==> src/rtl/sa3_pkg.sv <==
// rtl/sa3_pkg.sv - shared types, sizes and operand-slot packing for the sa3 tile loader
package sa3_pkg;

   typedef enum logic [1:0] {
      ST_IDLE = 2'd0,
      ST_LOAD = 2'd1,
      ST_RUN  = 2'd2,
      ST_HOLD = 2'd3
   } state_t;

   localparam int N_FLT       = 9;
   localparam int N_ACT       = 16;
   localparam int N_RD        = 25;
   localparam int SA3_SEQ_LEN = 17;

   // Slots 0..8 (filter) then 9..24 (activations) sit back to back, so the bit
   // offset of a slot in {act_flat, flt_flat} is simply 8*slot.
   function automatic logic [7:0] slot_lsb(input logic [4:0] slot);
      return {slot, 3'b000};
   endfunction

endpackage

==> src/rtl/relu8.sv <==
// rtl/relu8.sv - 8-bit signed clip to zero, bypassed when EN is 0
module relu8 #(
   parameter int EN = 1
) (
   input  logic [7:0] din,
   output logic [7:0] dout
);

   assign dout = ((EN != 0) && din[7]) ? 8'h00 : din;

endmodule

==> src/rtl/sa3_tile_loader.sv <==
// rtl/sa3_tile_loader.sv - operand fetch from byte SRAM and result collect for the 3x3 systolic array
module sa3_tile_loader
   import sa3_pkg::*;
#(
   parameter int ADDR_W  = 10,
   parameter int RELU_EN = 1,
   parameter int TIMEOUT = 32
) (
   input  logic              clk,
   input  logic              rst,
   input  logic              start,
   input  logic [ADDR_W-1:0] base_flt,
   input  logic [ADDR_W-1:0] base_act,
   output logic              busy,
   output logic              mem_rd_en,
   output logic [ADDR_W-1:0] mem_addr,
   input  logic [7:0]        mem_rdata,
   output logic [71:0]       flt_flat,
   output logic [127:0]      act_flat,
   output logic              sa_active,
   input  logic              sa_done,
   input  logic [7:0]        sa_c11,
   input  logic [7:0]        sa_c12,
   input  logic [7:0]        sa_c21,
   input  logic [7:0]        sa_c22,
   output logic              out_valid,
   input  logic              out_ready,
   output logic [31:0]       out_data,
   output logic              err
);

   localparam int RUN_W = $clog2(TIMEOUT + 1);

   state_t              state, state_nxt;
   logic [4:0]          cnt, cnt_nxt;
   logic [RUN_W-1:0]    run_cnt;
   logic [ADDR_W-1:0]   base_flt_q, base_act_q;
   logic [8*N_RD-1:0]   slots;
   logic [7:0]          r11, r12, r21, r22;
   logic                load_last, run_timeout;

   relu8 #(.EN(RELU_EN)) u_relu11 (.din(sa_c11), .dout(r11));
   relu8 #(.EN(RELU_EN)) u_relu12 (.din(sa_c12), .dout(r12));
   relu8 #(.EN(RELU_EN)) u_relu21 (.din(sa_c21), .dout(r21));
   relu8 #(.EN(RELU_EN)) u_relu22 (.din(sa_c22), .dout(r22));

   assign busy        = (state != ST_IDLE);
   assign flt_flat    = slots[8*N_FLT-1:0];
   assign act_flat    = slots[8*N_RD-1:8*N_FLT];
   assign cnt_nxt     = cnt + 5'd1;
   assign load_last   = (cnt == 5'(N_RD));
   assign run_timeout = (run_cnt == RUN_W'(TIMEOUT - 1));

   function automatic logic [ADDR_W-1:0] rd_addr(input logic [4:0] n,
                                                 input logic [ADDR_W-1:0] bf,
                                                 input logic [ADDR_W-1:0] ba);
      if (n < 5'(N_FLT))
         return bf + ADDR_W'(n);
      else
         return ba + ADDR_W'(n - 5'(N_FLT));
   endfunction

   always_ff @(posedge clk or posedge rst) begin
      if (rst)
         state <= ST_IDLE;
      else
         state <= state_nxt;
   end

   always_comb begin
      state_nxt = state;
      case (state)
         ST_IDLE: if (start) state_nxt = ST_LOAD;
         ST_LOAD: if (load_last) state_nxt = ST_RUN;
         ST_RUN: begin
            if (sa_done)
               state_nxt = ST_HOLD;
            else if (run_timeout)
               state_nxt = ST_IDLE;
         end
         ST_HOLD: if (out_valid && out_ready) state_nxt = ST_IDLE;
         default: state_nxt = ST_IDLE;
      endcase
   end

   always_ff @(posedge clk or posedge rst) begin
      if (rst) begin
         cnt        <= '0;
         run_cnt    <= '0;
         base_flt_q <= '0;
         base_act_q <= '0;
         slots      <= '0;
         mem_rd_en  <= 1'b0;
         mem_addr   <= '0;
         sa_active  <= 1'b0;
         out_valid  <= 1'b0;
         out_data   <= '0;
         err        <= 1'b0;
      end else begin
         case (state)
            ST_IDLE: begin
               if (start) begin
                  base_flt_q <= base_flt;
                  base_act_q <= base_act;
                  err        <= 1'b0;
                  cnt        <= '0;
                  mem_rd_en  <= 1'b1;
                  mem_addr   <= base_flt;
               end
            end
            ST_LOAD: begin
               // SRAM data lags the strobe by one cycle, so each cycle stores the previous read.
               if (cnt != 5'd0)
                  slots[slot_lsb(cnt - 5'd1) +: 8] <= mem_rdata;
               cnt <= cnt_nxt;
               if (cnt_nxt < 5'(N_RD)) begin
                  mem_rd_en <= 1'b1;
                  mem_addr  <= rd_addr(cnt_nxt, base_flt_q, base_act_q);
               end else begin
                  mem_rd_en <= 1'b0;
               end
               if (load_last) begin
                  sa_active <= 1'b1;
                  run_cnt   <= '0;
               end
            end
            ST_RUN: begin
               if (sa_done) begin
                  sa_active <= 1'b0;
                  out_valid <= 1'b1;
                  out_data  <= {r22, r21, r12, r11};
               end else if (run_timeout) begin
                  sa_active <= 1'b0;
                  err       <= 1'b1;
               end else begin
                  run_cnt <= run_cnt + 1'b1;
               end
            end
            ST_HOLD: begin
               if (out_ready)
                  out_valid <= 1'b0;
            end
            default: ;
         endcase
      end
   end

endmodule

==> config.mk <==
export PLATFORM = sky130hd
export DESIGN_NAME = sa3_tile_loader
export DESIGN_NICKNAME = d
export VERILOG_FILES = /design/src/rtl/sa3_pkg.sv /design/src/rtl/relu8.sv /design/src/rtl/sa3_tile_loader.sv
export SDC_FILE = /design/constraint.sdc
export NUM_CORES = 1
export LEC_CHECK = 0
export CAP_MARGIN = 40
export CORE_MARGIN = 10
export CORE_UTILIZATION = 54
export DETAILED_ROUTE_END_ITERATION = 6
export PLACE_DENSITY = 0.84
export REMOVE_ABC_BUFFERS = 1
export SYNTH_ARGS = -nofsm -noshare
export SYNTH_HDL_FRONTEND = slang
export SYNTH_SLANG_ARGS = --single-unit
==> constraint.sdc <==
create_clock -name clk -period 14.25 [get_ports clk]
set_clock_uncertainty 0.15 [all_clocks]
set_input_delay 2.1375 -clock clk [delete_from_list [all_inputs] [get_ports clk]]
set_output_delay 2.1375 -clock clk [all_outputs]
set_load 0.02 [all_outputs]
==> metrics.cfg, run 1 <==
[status]
status = completed

[clocking]
clock_latency_ns = 0.56
cts_setup_buffers = 0
cts_buffer_depth = 3
root_buffer = clkbuf_16
numCtsBuffers = 29
cts_sinks = 275
ctsHtreeMaxLevel = 1
cts_resized = 0
ctsHoldBuffers = 0
cts_tree = yes
clk_pin_slew_worst_paths_ns = 0.06

[global_routing]
grt_pass1_vias = 10090
grt_pass1_wl_um = 57980
grtUsageTotal_pct = 23.60
grt_overflow = 0
grt_max_degree = 124
antenna_found_initial = 0

[placement]
hpwl_um = 26390
place_congestion = 0.8865
port_buffers = 307
dp_slack_ns = 9.885
placed_area_sq_um = 16230

[logic_synthesis]
syn_avg_cell_area_sq_um = 11.85
ys_async_sr_fraction_pct = 100.0
yosys.area.top_type = dfrtp_1
synthFlopType = dfrtp_1
ys_ff_latch = 275
synthTopCellsByArea = dfrtp_1 54%, mux2_2 15%, nand2_1 4.0%
postSynthCellCount = 1085
synth_edf_count = 0
synth.yosys.warnings = 0
synth.distinct_cells = 74
yosysTopAreaCellShare_pct = 53.52
ys_seq_area_share_pct = 53.52
syn_area_sq_um = 12860
netlist_top_cells_count = 275 x dfrtp_1, 173 x mux2_2, 137 x nand2_1
yosysMostFrequentCell = dfrtp_1

[floorplan]
placeableCoreArea_sq_um = 23470
io_pins = 312
start_util_pct = 54.78
die_area_sq_um = 30380
rows = 56
die_h_um = 174.3
die_w_um = 174.3

[layout]
fin_nets = 1467
drive_gt1_share_pct = 20.86
area_growth_pct = 34.20
design_area_sq_um = 17250
n_antenna_cell = 0
fin_util_pct = 73.51

[sta]
final-hold-violation-count = 0
slew_headroom_pct = 39.70
setup_ws_ns = 9.787
min_period_over_period_pct = 31.32
fin_crit_ns = 4.463
slew_viol_final = 0
setup_viol = 0
rsz0062_at_grt = false
tns_ns = 0
tightest_slew_ns = 0.9017
fmax_mhz = 224.1

[min_path]
holdPathStages = 2
hold_class = flip-flop to flip-flop

[power]
power_mw = 4.458
p_leak_nw = 7.427
vdd_drop_max_uv = 173.2
power_density_nw_per_um2 = 258.4

[route]
dr_total_vias = 9524
first_iter_violations = 668
drcViolationCount = 0
ant_nets = 0
viasPerCell = 5.540
wirelength_um = 37030
drt-pass1-iter-count = 5
routedWlPerCell_um = 21.54

[critical_path]
cp-end-kind = flip-flop
crit_slowest_cell = dfrtp_1
cp_cell_sequence = inv_1 -> ha_1 -> and2_0 -> a21o_1 -> a21o_1 -> and2_1 -> nand4_1 -> mux2_2
critPathMaxFanout = 22
required_ns = 14.54
path_class = flip-flop to flip-flop
slowest_delay_ns = 0.79
reg2regPathDepth = 8
arrival_ns = 4.75
crit_top_cell = a21o_1
critPathLaunchType = flip-flop

[run]
drv_cap = 0

area by class of cell:
type	instances	area (sq um)
well taps	319	399.1
fillers	1526	6218
repair buffers	320	3238
flip-flops and latches	275	6882
multi-input cells	740	5650
clock buffers	36	792.0
inverters	13	56.30
clock inverters	16	236.5
layout by cell type, fill, tap and decap left out, drive strengths merged, types with 11 or more instances in the layout:
cell type / count
inv: 14
nand2: 138
a21oi: 22
o21ai: 59
xnor2: 21
buf: 13
nand2b: 35
clkdlybuf4s50: 307
mux2: 200
clkbuf: 36
dfrtp: 275
nand3: 15
nor3: 11
and2: 38
ha: 21
nor2: 68
path summary, 6_finish.rpt:
check / startpoint / endpoint / slack, ns
setup / recovery: cnt[0]$_DFFE_PP0P_ / slots[116]$_DFFE_PP0P_ / 9.79
hold / removal: out_data[4]$_DFFE_PP0P_ / out_data[4]$_DFFE_PP0P_ / 0.33
setup reg to reg: cnt[0]$_DFFE_PP0P_ / slots[116]$_DFFE_PP0P_ / 9.79
hold reg to reg: out_data[4]$_DFFE_PP0P_ / out_data[4]$_DFFE_PP0P_ / 0.33
max in group asynchronous: rst / slots[140]$_DFFE_PP0P_ / 10.55
min in group asynchronous: rst / slots[177]$_DFFE_PP0P_ / 2.01
critical path, delay by kind of cell, from the launching register on:
kind	cells	cell delay, ns
buffers and inverters	1	0.23
muxes	1	0.47
DFF	1	0.79
AOI/OAI and AO/OA	2	0.36
and+or+nand+nor	3	1.78
adders and majority gates	1	0.56
report_power, final:
| group | internal, mW | switching [mW] |
|---|---|---|
| logic | 1.03 | 1.28 |
| registers | 1.10 | 0.237 |
| clock network | 0.487 | 0.322 |
routing by layer:
metal / vias to the layer above / global-route usage [%] / routed length [um]
met3: 73 / 7.541 / 3102
met1: 4761 / 27.77 / 14390
met2: 349 / 39.51 / 18120
li1: 4341 / - / -
met5: - / 0 / 0
met4: 0 / 8.978 / 1417
kinds of logic after synthesis:
logic type	share of synthesized area, %
xor gates and xnor gates	2.034
DFF	53.52
buffers and inverters	2.764
and+or+nand+nor	14.07
adders and majority gates	2.433
AOI/OAI and AO/OA	6.617
other	0.02917
muxes	18.53
registers in the layout, indices dropped and copies added, names as in the netlist:
| register | cells |
|---|---|
| base_act_q | 10 |
| base_flt_q | 10 |
| cnt | 5 |
| err | 1 |
| mem_addr | 10 |
| mem_rd_en | 1 |
| out_data | 28 |
| out_valid | 1 |
| run_cnt | 6 |
| sa_active | 1 |
| slots | 200 |
| state | 2 |
through the flow:
step / hold WS (ns) / std cells
after global placement: 0.3096 / 1659
after detailed placement: 0.3186 / 1667
after CTS: 0.3337 / 1719
final: 0.3291 / 1719
after floorplan: 0.2997 / 1028
after global routing: 0.3508 / 1719
Note: power is estimated with default switching activity, not from simulation.
==> inputs of run 2 (changes only) <==
--- a/config.mk
+++ b/config.mk
@@ -7,9 +7,9 @@
 export LEC_CHECK = 0
 export CAP_MARGIN = 40
 export CORE_MARGIN = 10
-export CORE_UTILIZATION = 54
+export CORE_UTILIZATION = 45
 export DETAILED_ROUTE_END_ITERATION = 6
-export PLACE_DENSITY = 0.84
+export PLACE_DENSITY = 0.75
 export REMOVE_ABC_BUFFERS = 1
 export SYNTH_ARGS = -nofsm -noshare
 export SYNTH_HDL_FRONTEND = slang
==> constraint.sdc (replaced) <==
create_clock -name clk -period 4 [get_ports clk]
set_clock_uncertainty 0.15 [all_clocks]
set_input_delay 0.6 -clock clk [delete_from_list [all_inputs] [get_ports clk]]
set_output_delay 0.6 -clock clk [all_outputs]
set_load 0.02 [all_outputs]
==> run 2 against run 1 <==
  * Global-route usage fell by 3.3 points
  * Sequential power rose to 3.5 times the previous value
  * Utilization decreased by 12 points
  * Final area rose by 0.46%
  * Fmax is 22% higher
  * Highest routed layer is now met5
  * Power rose to 3.5 times the previous value
==> metrics.cfg, run 2 (same netlist as run 1, synthesis figures left out) <==
[layout]
layout_common_cells = 307 x clkdlybuf4s50_1, 275 x dfrtp_1, 173 x mux2_2
fin_nets = 1478
multi_input_area_sq_um = 5654
ff_latch_area_sq_um = 6882
fillers = 2272
drive_gt1_share_pct = 21.44
largest_reg_flops = 200
largest_register = slots
largestRegisters = slots x200, out_data x28
area_growth_pct = 34.81
n_antenna_cell = 0
fin_util_pct = 61.88
final_common_cell = clkdlybuf4s50_1

[sta]
setup_viol = 0
final-hold-violation-count = 0
tightest_slew_ns = 0.8741
tns_ns = 0
fin_crit_ns = 3.662
fmax_mhz = 273.1
rsz0062_at_grt = false
holdWs_ns = 0.3309
slew_viol_final = 0
slew_headroom_pct = 41.54
min_period_over_period_pct = 91.54

[critical_path]
critPathLaunchType = flip-flop
crit_slowest_cell = nand4_1
slowest_delay_ns = 0.62
cp_cell_sequence = inv_1 -> ha_1 -> and2_0 -> a21o_1 -> a21o_1 -> and2_1 -> nand4_1 -> mux2_2
arrival_ns = 3.94
cp-end-kind = flip-flop
critPathMaxFanout = 12
required_ns = 4.28
crit_top_cell = a21o_1
path_class = flip-flop to flip-flop

[global_routing]
antenna_found_initial = 1
grtUsageTotal_pct = 20.31
grt_max_degree = 113
grt_overflow = 0
grt_pass1_wl_um = 58460
grt_pass1_vias = 9933

[clocking]
cts_tree = yes
root_buffer = clkbuf_16
ctsHtreeMaxLevel = 1
numCtsBuffers = 29
clk_pin_slew_worst_paths_ns = 0.06
clock_latency_ns = 0.55
cts_sinks = 275
ctsHoldBuffers = 0
cts_buffer_depth = 3

[placement]
port_buffers = 307
place_congestion = 0.8810
hpwl_um = 27150

[run]
drv_cap = 0

[power]
power_density_nw_per_um2 = 903.2
vdd_drop_max_uv = 434.9
p_leak_nw = 7.453
power_mw = 15.65

[min_path]
hold_class = flip-flop to flip-flop

[route]
drcViolationCount = 0
drt-pass1-iter-count = 6
wirelength_um = 37060
routedWlPerCell_um = 20.69
viasPerCell = 5.253
dr_total_vias = 9409
first_iter_violations = 649
ant_nets = 0

[floorplan]
die_area_sq_um = 35730
placeableCoreArea_sq_um = 28010
io_pins = 312
die_w_um = 189.0
start_util_pct = 45.90
die_h_um = 189.0
rows = 61

[status]
status = completed

==> run 2: cell count changes in the layout (fill, tap and decap cells not counted), moves of 2 or more <==
cell       previous run  this run
clkbuf_1              3         6
inv_6                 0         3
clkinv_4              3         0
buf_6                 2         0
buf_4                 7        21
bufinv_16             5         1
clkbuf_8              4        10
==> run 2: power by group <==
part           internal (mW)  switching (mW)
clock network           1.59            1.12
registers               3.91           0.722
logic                   3.71            4.60
==> run 2: area by class of cell <==
type,instances,area share [%]
multi-input cells,740,32.62
clock buffers,45,5.111
flip-flops and latches,275,39.70
clock inverters,9,0.4836
inverters,13,0.3248
repair buffers,331,19.03
well taps,378,2.729
==> run 2: worst paths after layout <==
kind / start / endpoint / slack, ns / cells after the start
setup / recovery: cnt[1]$_DFFE_PP0P_ / slots[116]$_DFFE_PP0P_ / 0.34 / 8
hold / removal: out_data[26]$_DFFE_PP0P_ / out_data[26]$_DFFE_PP0P_ / 0.33 / 2
setup reg to reg: cnt[1]$_DFFE_PP0P_ / slots[116]$_DFFE_PP0P_ / 0.34 / 8
hold reg to reg: out_data[26]$_DFFE_PP0P_ / out_data[26]$_DFFE_PP0P_ / 0.33 / 2
max in group asynchronous: rst / slots[116]$_DFFE_PP0P_ / 2.34 / 3
min in group asynchronous: rst / slots[182]$_DFFE_PP0P_ / 0.45 / 2
==> run 2: timing repair <==
action,4_1_cts,5_1_grt
setup endpoints to repair,0,1
resized for setup,0,2
buffers inserted,0,0
==> run 2: stage by stage <==
step	setup WS (ns)	std cells	instance area (sq um)
floorplan	-4.330	1028	12560
global placement	0.4669	1735	16320
detailed placement	0.3196	1737	16360
CTS	0.2789	1791	17330
global route	0.05408	1791	17330
finish	0.3385	1791	17330
==> run 2: worst max-delay path, delay by kind of cell (launching register included) <==
kind                     cells  cell delay, ns
AO/OA/AOI/OAI                2            0.35
adder cells (fa/ha/maj)      1            0.49
buffers and inverters        1            0.10
flip-flops                   1            0.36
multiplexers                 1            0.47
AND/OR/NAND/NOR              3            1.60
==> run 2: metal layers <==
layer	vias to the layer above	routed length [um]	share of wire, %	track usage [%]
met4	2	1060	2.9	5.708
met3	72	3025	8.2	6.615
li1	4363	-	-	-
met1	4668	14630	39	24.14
met5	-	13	0.035	0
met2	304	18330	49	34.52
==> inputs of run 3 (changes only) <==
--- a/config.mk
+++ b/config.mk
@@ -5,11 +5,11 @@
 export SDC_FILE = /design/constraint.sdc
 export NUM_CORES = 1
 export LEC_CHECK = 0
-export CAP_MARGIN = 40
 export CORE_MARGIN = 10
-export CORE_UTILIZATION = 45
+export CORE_UTILIZATION = 54
 export DETAILED_ROUTE_END_ITERATION = 6
-export PLACE_DENSITY = 0.75
+export MAX_ROUTING_LAYER = met4
+export PLACE_DENSITY = 0.84
 export REMOVE_ABC_BUFFERS = 1
 export SYNTH_ARGS = -nofsm -noshare
 export SYNTH_HDL_FRONTEND = slang
==> constraint.sdc (replaced) <==
create_clock -name clk -period 4.37 [get_ports clk]
set_clock_uncertainty 0.15 [all_clocks]
set_input_delay 0.6555 -clock clk [delete_from_list [all_inputs] [get_ports clk]]
set_output_delay 0.6555 -clock clk [all_outputs]
set_load 0.02 [all_outputs]
==> run 3 against run 2 <==
  * Fmax down 10%
  * Utilization up 11 points
  * Combinational power down 9.3%
  * Sequential share of layout area up 0.51 points
  * Register-to-register slack worse by 0.04 ns
  * Setup slack worse by 0.037 ns
  * Sequential power down 6.7%
  * Cell count down 4.2%
  * Wire length down 0.40%
  * Via count up 1.9%
  * Critical path type unchanged
  * Critical endpoint is now slots[114]$_DFFE_PP0P_
  * Largest power group unchanged
==> metrics.cfg, run 3 (same netlist as run 1, synthesis figures left out) <==
[global_routing]
grt_pass1_vias = 10020
grt_max_degree = 117
grt_pass1_wl_um = 57530
grt_overflow = 0
antenna_found_initial = 0
grtUsageTotal_pct = 24.15

[run]
drv_cap = 0

[layout]
largestRegisters = slots x200, out_data x28
n_antenna_cell = 0
largest_reg_flops = 200
final_common_cell = clkdlybuf4s50_1
design_area_sq_um = 17110
fin_nets = 1464
largest_register = slots
fillers = 1559
area_growth_pct = 33.11
drive_gt1_share_pct = 20.54
finalNonFillerCells = 1716
layout_common_cells = 307 x clkdlybuf4s50_1, 275 x dfrtp_1, 173 x mux2_2

[clocking]
cts_sinks = 275
cts_tree = yes
cts_setup_buffers = 0
cts_resized = 0
clock_latency_ns = 0.55
clk_pin_slew_worst_paths_ns = 0.06
cts_buffer_depth = 3
root_buffer = clkbuf_16
ctsHtreeMaxLevel = 1
numCtsBuffers = 29
ctsHoldBuffers = 0

[placement]
place_congestion = 0.9238
placed_area_sq_um = 16170
hpwl_um = 26380
port_buffers = 307
placed_cells = 1664

[route]
drcViolationCount = 0
viasPerCell = 5.590
wirelength_um = 36910
routedWlPerCell_um = 21.51
ant_nets = 0
first_iter_violations = 727
dr_total_vias = 9592
drt-pass1-iter-count = 5

[critical_path]
required_ns = 4.63
crit_slowest_cell = and2_1
cp-end-kind = flip-flop
worstReg2RegStart = cnt[1]$_DFFE_PP0P_
critPathLaunchType = flip-flop
slowest_delay_ns = 0.73
path_delay_family = simple AND/OR/NAND/NOR gates
cp_cell_sequence = inv_1 -> ha_1 -> and2_0 -> a21o_1 -> a21o_1 -> and2_1 -> nand4_1 -> mux2_2
crit_path_start = cnt[1]$_DFFE_PP0P_
crit_top_cell = a21o_1
arrival_ns = 4.33
path_class = flip-flop to flip-flop
critPathMaxFanout = 13
critical_path_buf_inv_count = 1

[sta]
rsz0062_at_grt = false
tightest_slew_ns = 1.110
setup_viol = 0
slew_viol_final = 0
fmax_mhz = 245.8
min_period_over_period_pct = 93.09
final-hold-violation-count = 0
fin_crit_ns = 4.068
slew_headroom_pct = 25.74

[floorplan]
rows = 56
die_h_um = 174.3
placeableCoreArea_sq_um = 23470
start_util_pct = 54.78
die_w_um = 174.3
io_pins = 312
die_area_sq_um = 30380

[min_path]
hold_class = flip-flop to flip-flop
hp-start = out_data[30]$_DFFE_PP0P_

[power]
power_density_nw_per_um2 = 834.3
vdd_drop_max_uv = 482.3
p_leak_nw = 7.361

[status]
status = completed

## run 3: worst min-delay path, delay by kind of cell, from the launching register on
kind             cells  cell delay (ns)
flip-flops           1             0.34
AO/OA/AOI/OAI        1             0.06
AND/OR/NAND/NOR      1             0.04
## run 3: layout make-up
cell class                      count  area, sq um  area share, %
Sequential cell                   275         6882          40.21
Multi-Input combinational cell    740         5650          33.02
Timing Repair Buffer              317         3186          18.61
Clock buffer                       42        854.6          4.993
Tap cell                          319        399.1          2.332
Clock inverter                     10        86.33         0.5045
Inverter                           13        56.30         0.3290
## run 3: per-stage QoR
stage	hold slack [ns]	util [%]	setup slack (ns)	TNS, ns	total power [mW]
finish	0.3279	72.91	0.3019	0	14.28
global route	0.3491	72.91	0.02030	0	15.04
CTS	0.3332	72.91	0.2951	0	14.29
detailed placement	0.3194	68.90	0.3778	0	11.78
global placement	0.3102	68.90	0.5458	0	11.56
floorplan	0.2997	-	-4.016	-1104.38	8.558
## run 3: power breakdown
| group | internal (mW) | switching, mW |
|---|---|---|
| sequential | 3.58 | 0.740 |
| clock | 1.41 | 1.01 |
| combinational | 3.32 | 4.21 |
| total | 8.31 | 5.96 |
## run 3: path summary, 6_finish.rpt
kind | end | slack (ns) | depth (start not counted)
max | slots[114]$_DFFE_PP0P_ | 0.30 | 8
min | out_data[30]$_DFFE_PP0P_ | 0.33 | 2
max reg2reg | slots[114]$_DFFE_PP0P_ | 0.30 | 8
min reg2reg | out_data[30]$_DFFE_PP0P_ | 0.33 | 2
max in group asynchronous | mem_addr[4]$_DFFE_PP0P_ | 2.74 | 3
min in group asynchronous | out_data[24]$_DFFE_PP0P_ | 0.50 | 2
## run 3: per-layer routing
metal / wire length (um) / global-route usage, % / up-vias / share of wire [%]
met5: 0 / - / - / 0
met4: 1632 / 10.01 / 0 / 4.4
met3: 3178 / 7.627 / 100 / 8.6
met2: 17950 / 38.83 / 384 / 49
met1: 14150 / 27.52 / 4783 / 38
li1: - / - / 4325 / -
